--- src/rtl/error_ring_dispatcher.sv ---
// error_ring_dispatcher
//   Drains the error-report FIFO and writes each 64-bit record into a
//   software-visible ring in local memory through a single-request write
//   port. Tracks the hardware write index (WPTR) against the software read
//   index (RP), and raises a coalesced level interrupt either on a pending
//   threshold or when a non-empty ring has waited TIMEOUT cycles.
//
// Ports
//   CLK, RESET        clock (rising edge), async active-low reset
//   ENA               dispatch enable
//   BASE              ring base byte address (low 3 bits ignored)
//   THRESH            pending-count interrupt threshold (0 treated as 1)
//   RDPTR/RDPTR_WE    software read index and its load strobe
//   VALID/ECD/ERD     FIFO side: record present, record, pop (combinational)
//   MemACT/MemNEXT    memory write request / accepted
//   MemADDR/MemDATA   write byte address / data, stable while MemACT
//   WPTR/PENDING      hardware write index / records not yet consumed
//   INTR/INTR_ACK     level interrupt / clear
//   DROPCNT           saturating dropped-record count
//
// Build option
//   ERRDISP_DROP_EN   when defined, a record arriving while the ring is full
//                     is popped and discarded (counted in DROPCNT) instead of
//                     stalling the FIFO. Undefined: stall, DROPCNT = 0.
module error_ring_dispatcher #(
  parameter int ADDR_W    = 37,
  parameter int RING_LOG2 = 6,
  parameter int TIMEOUT   = 1024
) (
  input  logic                 CLK,
  input  logic                 RESET,
  input  logic                 ENA,
  input  logic [ADDR_W-1:0]    BASE,
  input  logic [RING_LOG2-1:0] THRESH,
  input  logic [RING_LOG2-1:0] RDPTR,
  input  logic                 RDPTR_WE,
  input  logic                 VALID,
  input  logic [63:0]          ECD,
  output logic                 ERD,
  output logic                 MemACT,
  input  logic                 MemNEXT,
  output logic [ADDR_W-1:0]    MemADDR,
  output logic [63:0]          MemDATA,
  output logic [RING_LOG2-1:0] WPTR,
  output logic [RING_LOG2-1:0] PENDING,
  output logic                 INTR,
  input  logic                 INTR_ACK,
  output logic [15:0]          DROPCNT
);

  localparam int SLOT_W = ADDR_W - 3;
  localparam int TW     = (TIMEOUT > 1) ? $clog2(TIMEOUT) : 1;
  localparam logic [TW-1:0]        TLAST = TW'(TIMEOUT - 1);
  localparam logic [RING_LOG2-1:0] ONE   = RING_LOG2'(1);

  typedef enum logic {IDLE, WRITE} state_t;

  state_t               state_q, state_d;
  logic [RING_LOG2-1:0] wptr_q, wptr_d;
  logic [RING_LOG2-1:0] rp_q, rp_d;
  logic                 act_q, act_d;
  logic [ADDR_W-1:0]    addr_q, addr_d;
  logic [63:0]          data_q, data_d;
  logic                 intr_q, intr_d;
  logic [TW-1:0]        tmr_q, tmr_d;

  logic                 full, pop_ok, do_write, tmr_hit, intr_set;
  logic [RING_LOG2-1:0] pending, thr_eff;
  logic [SLOT_W-1:0]    slot;
  logic                 unused_ok;

  // Byte-address low bits are implied by 8-byte alignment.
  assign unused_ok = ^BASE[2:0];

  assign pending = wptr_q - rp_q;
  assign full    = (wptr_q + ONE) == rp_q;
  assign pop_ok  = (state_q == IDLE) && ENA && VALID;
  assign slot    = BASE[ADDR_W-1:3] + SLOT_W'(wptr_q);

`ifdef ERRDISP_DROP_EN
  logic [15:0] drop_q, drop_d;

  // Full ring: still pop, but discard instead of writing.
  assign ERD      = pop_ok;
  assign do_write = pop_ok && !full;

  always_comb begin
    drop_d = drop_q;
    if (pop_ok && full && (drop_q != 16'hFFFF)) drop_d = drop_q + 16'd1;
  end

  always_ff @(posedge CLK or negedge RESET) begin
    if (!RESET) drop_q <= '0;
    else        drop_q <= drop_d;
  end

  assign DROPCNT = drop_q;
`else
  assign ERD      = pop_ok && !full;
  assign do_write = ERD;
  assign DROPCNT  = 16'h0;
`endif

  // Dispatch FSM: capture on pop, hold request until accepted.
  always_comb begin
    state_d = state_q;
    wptr_d  = wptr_q;
    act_d   = act_q;
    addr_d  = addr_q;
    data_d  = data_q;
    case (state_q)
      IDLE: begin
        if (do_write) begin
          data_d  = ECD;
          addr_d  = {slot, 3'b000};
          act_d   = 1'b1;
          state_d = WRITE;
        end
      end
      WRITE: begin
        if (MemNEXT) begin
          act_d   = 1'b0;
          wptr_d  = wptr_q + ONE;
          state_d = IDLE;
        end
      end
      default: state_d = IDLE;
    endcase
  end

  // Read index, timer and interrupt.
  assign thr_eff  = (THRESH == '0) ? ONE : THRESH;
  assign tmr_hit  = (tmr_q == TLAST);
  assign intr_set = (pending >= thr_eff) || ((pending != '0) && tmr_hit);

  always_comb begin
    rp_d = RDPTR_WE ? RDPTR : rp_q;

    // Saturate at the expiry value so an ACK that collides with expiry
    // does not lose the timeout; it re-fires on the next cycle.
    tmr_d = tmr_q;
    if ((pending == '0) || intr_q) tmr_d = '0;
    else if (!tmr_hit)             tmr_d = tmr_q + TW'(1);

    intr_d = INTR_ACK ? 1'b0 : (intr_q || intr_set);
  end

  always_ff @(posedge CLK or negedge RESET) begin
    if (!RESET) begin
      state_q <= IDLE;
      wptr_q  <= '0;
      rp_q    <= '0;
      act_q   <= 1'b0;
      addr_q  <= '0;
      data_q  <= '0;
      intr_q  <= 1'b0;
      tmr_q   <= '0;
    end else begin
      state_q <= state_d;
      wptr_q  <= wptr_d;
      rp_q    <= rp_d;
      act_q   <= act_d;
      addr_q  <= addr_d;
      data_q  <= data_d;
      intr_q  <= intr_d;
      tmr_q   <= tmr_d;
    end
  end

  assign MemACT  = act_q;
  assign MemADDR = addr_q;
  assign MemDATA = data_q;
  assign WPTR    = wptr_q;
  assign PENDING = pending;
  assign INTR    = intr_q;

endmodule

--- config.mk ---
export PLATFORM = sky130hd
export DESIGN_NAME = error_ring_dispatcher
export DESIGN_NICKNAME = d
export VERILOG_FILES = /design/src/rtl/error_ring_dispatcher.sv
export SDC_FILE = /design/constraint.sdc
export NUM_CORES = 1
export LEC_CHECK = 0
export ABC_AREA = 1
export CAP_MARGIN = 10
export CORE_UTILIZATION = 41
export CTS_CLUSTER_DIAMETER = 120
export DETAILED_ROUTE_END_ITERATION = 8
export GPL_TIMING_DRIVEN = 0
export PLACE_DENSITY = 0.83
export REMOVE_ABC_BUFFERS = 1
export SLEW_MARGIN = 10
export SYNTH_ARGS = -nofsm -noshare
export SYNTH_HDL_FRONTEND = slang
export SYNTH_SLANG_ARGS = --single-unit
export TNS_END_PERCENT = 1
--- constraint.sdc ---
create_clock -name CLK -period 2.1 [get_ports CLK]
set_input_delay 0.42 -clock CLK [delete_from_list [all_inputs] [get_ports CLK]]
set_output_delay 0.42 -clock CLK [all_outputs]
set_load 0.005 [all_outputs]
Word level (Yosys, flattened, before mapping)

Index checks and enable logic that the tools add are counted.
Widths: inputs -> output; s select.

Input port bits: 120
Bits in registers: 123
Word-level logic and storage cells: 43
Output and inout port bits: 132

Reduce and logical (&&, ||, !) cells: 14
Eq/ne operators: 5
Muxes and demuxes: 10
Bitwise logic cells: 1
Add/subtract/negate cells: 4
Order comparisons: 1

Operators by type and width:

| kind                  | count |
|---|---|
| $add 34x6->34         | 1 |
| $mux 10               | 2 |
| $logic_not 6->1       | 2 |
| $add 10x1->10 const B | 1 |
| $eq 10x10->1 const B  | 1 |
| $add 6x1->6 const B   | 1 |
| $eq 6x6->1            | 1 |
| $ge 6x6->1            | 1 |
| $mux 6                | 1 |
| $reduce_and 2->1      | 3 |
| $reduce_bool 6->1     | 1 |
| $sub 6x6->6           | 1 |
| $mux 1                | 5 |
| $logic_and 1x1->1     | 4 |
| $ne 2x2->1 const B    | 2 |
| $pmux 1 s2            | 2 |
| $logic_or 1x1->1      | 3 |
| $ne 2x1->1 const B    | 1 |
| $logic_not 1->1       | 1 |
| $not 1->1             | 1 |

Logic depth before layout (Yosys ltp)

Word-level depth: 6
Gate-level depth with buffers: 16
Gate-level depth less buffers: 16

Least setup slack after synthesis

No wires, ideal clock.

Path type: register to register
From: register wptr_q[3] (netlist: WPTR[3])
To: register intr_q (netlist: INTR)
Data required time: 1.987 ns
Buffers on the path: 0
Library setup time: 0.113 ns
Stages on the path, launching flop included: 15
Period minus slack after synthesis: 2.214 ns
Arrival time: 2.101 ns
Path slack: -0.114 ns
Cell sequence: dfrtp_1 -> ha_1 -> nand2_1 -> inv_1 -> nand3_1 -> nand3_1 -> nand2_1 -> nand2_1 -> inv_1 -> ha_1 -> a211o_1 -> a21oi_1 -> nand3_1 -> nand2_1 -> inv_1

Cells in the longest elaborated chain, start to end: 6
Elaborated cells on any way between the ends: 7
Classes of those cells: 1 x add/sub; 1 x order compare; 1 x mux; 4 x reduce/logical

Ends and longest elaborated chain:

| item                                               | RTL line | source |
|---|---|---|
| start, declared                                    | 59       | `logic [RING_LOG2-1:0] wptr_q, wptr_d;` |
| start signal, assigned                             | 160      | `wptr_q <= wptr_d;` |
| $sub 6x6->6 (*)                                    | 75       | `assign pending = wptr_q - rp_q;` |
| named net PENDING[5]                               | 45       | `output logic [RING_LOG2-1:0] PENDING,` |
| branches (longest 2 deep; another with $ge 6x6->1) | --       |  |
| $logic_or 1x1->1 (*)                               | 134      | `assign intr_set = (pending >= thr_eff) \|\| ((pending != '0) && tmr_hit);` |
| $logic_or 1x1->1 (*)                               | 145      | `intr_d = INTR_ACK ? 1'b0 : (intr_q \|\| intr_set);` |
| $mux 1 (*)                                         | 145      |  |
| named net intr_d                                   | 64       | `logic intr_q, intr_d;` |
| end signal, assigned                               | 165      | `intr_q <= intr_d;` |
| end, declared                                      | 64       |  |

Mark *: on every way through the listed nets, which the timed path passes.
A chain may end at the register's enable or synchronous reset.

Worst setup path after layout

From: register wptr_q[0] (netlist: WPTR[0])
To: output port ERD

Cells in the longest elaborated chain, start to end: 4

Ends and longest elaborated chain:

| item              | RTL line | source |
|---|---|---|
| $add 6x1->6       | 76       | `assign full = (wptr_q + ONE) == rp_q;` |
| $eq 6x6->1        | 76       |  |
| $logic_not 1->1   | 99       | `assign ERD = pop_ok && !full;` |
| $logic_and 1x1->1 | 99       |  |
| end, declared     | 39       | `output logic ERD,` |

No other way between the ends.

==> flow_results.org <==
** Outcome
- The flow ran to the end, but the final reports show violations.
- The final reports fail on setup timing.

** Die
- The core region is 0.0159 mm2.
- Floorplan die height :: 130 um
- The die covers 0.0169 mm2.
- For this configuration, the core starts out at a cell density of between 40% and 50%.
- During I/O placement, the number of pins put on the boundary was 252.
- In this run the core area contains 46 standard-cell rows.
- The die is between 100 and 150 um wide.

** Worst setup path
- Delay of the slowest cell on the worst path :: 430 ps
- Critical path endpoint category :: primary output
- At the worst endpoint, the required time is 1680 ps.
- Along the worst path, the maximum fanout reaches 4.
- Class of the most critical setup path :: reg2out
- Cell class contributing the biggest share of worst-path delay :: flip-flops
- Startpoint class of the critical path :: flip-flop
- Counting both buffers and inverters, the worst setup path holds a total of 2.
- Cell type of the slowest stage on the worst timing path :: sky130_fd_sc_hd__dfrtp_2
- STA puts the critical path data arrival time at 2040 ps.
- List of cells traversed by the critical path :: ha_4, nand2_2, o21bai_1, nand2_1, nand2_1, nand3_4, o21a_4, buf_16, buf_6
- By instance count, the cell type seen most on the critical path is sky130_fd_sc_hd__nand2_1.

** Pwr
- Summing internal, switching and leakage power gives around 12 mW.
- Max rail drop VDD :: around 0.7 mV
- Power density over cell area :: approximately 1100 mW/mm2
- Leakage Power :: 5.22 nW

** Drt
- After detailed routing, the number of vias per cell comes to 4.85.
- Total length of routed wires :: 20900 um
- Average routed wire per standard cell :: 14.9 um
- Count of routing violations after the opening detailed-route iteration :: 311
- Antenna Violating Nets Remaining :: 0
- The first detailed-routing pass ran for 5 iterations.
- Number of vias in the routed layout :: 6791
- In the routed design, unresolved DRC markers number 0.

** Synthesis
- A synthesized cell averages 7.34 um2.
- Top cell types by occurrence after synthesis :: sky130_fd_sc_hd__nand2_1 (447), sky130_fd_sc_hd__dfrtp_1 (123), sky130_fd_sc_hd__inv_1 (85)
- Number of unique standard cell types used by synthesis :: 32
- Asr flop ratio synth :: 100%
- Yosys instantiated no cell more often than sky130_fd_sc_hd__nand2_1.
- Post-Synthesis Cells :: slightly above 900
- Number of synthesized flops with an enable pin :: 0
- Among all flip-flop cells after synthesis, the most frequent one is sky130_fd_sc_hd__dfrtp_1.
- In this run, synthesis produced a sequential element count of 123.
- In this run the cell area of the synthesized design comes to 0.00672 mm2.
- Share of synthesized area occupied by flip-flops and latches :: 45.8%
- Leading area contributor after synthesis :: sky130_fd_sc_hd__dfrtp_1
- Yosys attributes the largest share of cell area to sky130_fd_sc_hd__dfrtp_1 (46%), sky130_fd_sc_hd__nand2_1 (25%), sky130_fd_sc_hd__inv_1 (4.7%).
- Share of the synthesized area in the top cell type :: a little under half
- Number of warnings issued by yosys :: 0

** GRT
- Number of global-route vias before repair :: 6283
- Across every metal layer, demand over resource in global routing totals between 20% and 30%.
- Entering global routing, the biggest net connects between 70 and 80 pins.
- Antenna violations before repair :: 0
- The first global-routing pass estimated 31500 um of wire.
- GRT overflow :: 0

** STA
- PnR worst setup slack :: -355 ps
- Shortest period the worst path allows :: 2460 ps
- Derived from the worst setup path, the maximum achievable clock frequency is a little over 400 MHz.
- Final critical-path share of the clock period :: 117%
- Worst max-slew margin expressed relative to the limit :: 65.0%
- Slew at the pin closest to its max-slew limit :: 526 ps
- The number of hold-slack violations in the final timing report is 0.
- RSZ-0062 raised after global routing :: true
- Number of max-slew violations in the final report :: 0
- Setup Skew :: 9.94 ps
- Setup violations remaining at the end of the flow were counted as 80.
- Hold timing on the final database bottoms out at a slack of ~480 ps.

** Clock tree
- TritonCTS created 17 clock buffers.
- Worst skew pair latency :: around 410 ps
- The clock passes through at most 2 buffers.
- CTS built an H-tree with a depth of 4.
- Clk root buf :: sky130_fd_sc_hd__clkbuf_16
- After clock tree synthesis, the clock-pin slew on the worst setup and hold paths is 60 ps.
- TritonCTS built the clock tree.
- Number of clock sinks :: 123

** Placed design
- Number of port buffers :: 229
- GP Congestion :: 0.904
- DP HPWL :: 14000 um
- Placed cell area :: ~0.009 mm2
- Placed Cells :: 1343

** Worst hold path
- Class of the tightest hold or removal check :: reg2reg

** Final layout
- For this run, the post-layout net count is 1312.
- Compared with the post-synthesis result, the final layout area differs by 57.0%.
- With fillers left out, the area of the finished cells amounts to 0.0106 mm2.
- Number of fill cells in the layout :: ~1200
- Antenna diode instance count :: 0
- Once layout is complete, the cells apart from fillers number 1400.
- Across the whole layout, storage elements account for 0.00308 mm2.
- In the final layout, the multi-input gates occupy 0.00341 mm2.
- Layout cells sized above 1 :: around a tenth

** Run
- Max-cap violations in this run came to 0.
## sequential cells by signal, summed over array words and instances (netlist names)
signal,count
rp_q,6
tmr_q,10
WPTR,6
state_q,1
MemADDR,34
MemDATA,64
INTR,1
MemACT,1
## path summary, 6_finish.rpt
| check | startpoint | end | slack [ps] | depth (start not counted) |
|---|---|---|---|---|
| setup / recovery | WPTR[0] | ERD | -360 | 9 |
| max in group asynchronous | RESET | WPTR[3] | 850 | 3 |
| setup reg to reg | WPTR[0] | INTR | -350 | 17 |
| hold / removal | MemDATA[24] | MemDATA[24] | 480 | 2 |
| hold reg to reg | MemDATA[24] | MemDATA[24] | 480 | 2 |
| min in group asynchronous | RESET | MemDATA[37] | 500 | 2 |
## final cells by class
class,instances,area share (%)
clock buffer,21,4.46
clock inverter,11,2.25
inverter,85,3.05
multi-input combinational,686,32.3
sequential,123,29.2
tap,216,2.56
timing repair buffer,258,26.2
## per-stage QoR
stage / utilization, % / setup TNS, ps / worst slack (ps)
final: 66.2 / -12260 / -355
after global routing: 66.2 / -24070 / -474
after CTS: 65.2 / -18250 / -404
after detailed placement: 58.1 / -66950 / -1050
after global placement: 57.0 / -807620 / -4170
after floorplan: - / -135980 / -1440
## logic make-up after synthesis
family / Yosys count / synth area share (%)
AND/OR/NAND/NOR: 572 / 34.0
adder cells (fa/ha/maj): 21 / 4.13
AO/OA/AOI/OAI: 46 / 3.80
XOR/XNOR: 24 / 3.13
buffers and inverters: 127 / 8.73
multiplexers: 2 / 0.335
other: 1 / 0.0558
flip-flops: 123 / 45.8
## tightest hold or removal path, delay by kind of cell (launching register included)
family	cells	cell delay, ps
flip-flops	1	340
AND/OR/NAND/NOR	2	110
## timing repair
action,CTS,global route
resized for setup,69,27
cloned,5,2
buffers inserted,13,4
setup endpoints to repair,118,114
hold buffers,1,0
pin swaps,17,14
endpoints found under the hold margin,46,0
## report_power, final
group	leakage, nW	switching, mW	internal (mW)
clock	0.347	1.07	2.44
combinational	3.34	2.20	2.60
sequential	1.53	0.453	3.04
total	5.22	3.72	8.09
## cells in the final DEF, fill, tap and decap left out, types with 4 or more instances in the layout
master                            count
sky130_fd_sc_hd__clkbuf_16           20
sky130_fd_sc_hd__nand3_2              4
sky130_fd_sc_hd__nand3b_1             6
sky130_fd_sc_hd__dfrtp_1            119
sky130_fd_sc_hd__buf_4               11
sky130_fd_sc_hd__nand3_1             27
sky130_fd_sc_hd__o21ai_0             21
sky130_fd_sc_hd__a21oi_1             10
sky130_fd_sc_hd__clkdlybuf4s50_1    221
sky130_fd_sc_hd__ha_4                 7
sky130_fd_sc_hd__buf_16               6
sky130_fd_sc_hd__nand2_1            432
sky130_fd_sc_hd__nand4_1             11
sky130_fd_sc_hd__nor2_1              47
sky130_fd_sc_hd__buf_6                9
sky130_fd_sc_hd__xnor2_1              9
sky130_fd_sc_hd__nand2_2             12
sky130_fd_sc_hd__dfrtp_2              4
sky130_fd_sc_hd__xor2_1              14
sky130_fd_sc_hd__conb_1              19
sky130_fd_sc_hd__bufinv_16            7
sky130_fd_sc_hd__ha_1                11
sky130_fd_sc_hd__inv_1               81
sky130_fd_sc_hd__nor3_1              14
## layer usage
layer  up-vias  global-route usage, %  wire (um)
met5         -                      0          0
met3        39                   6.52       1540
met4         0                   10.2        522
li1       3325                      -          -
met1      3167                   29.2       8580
met2       260                   41.3      10300
(Power assumes the default switching activity.)
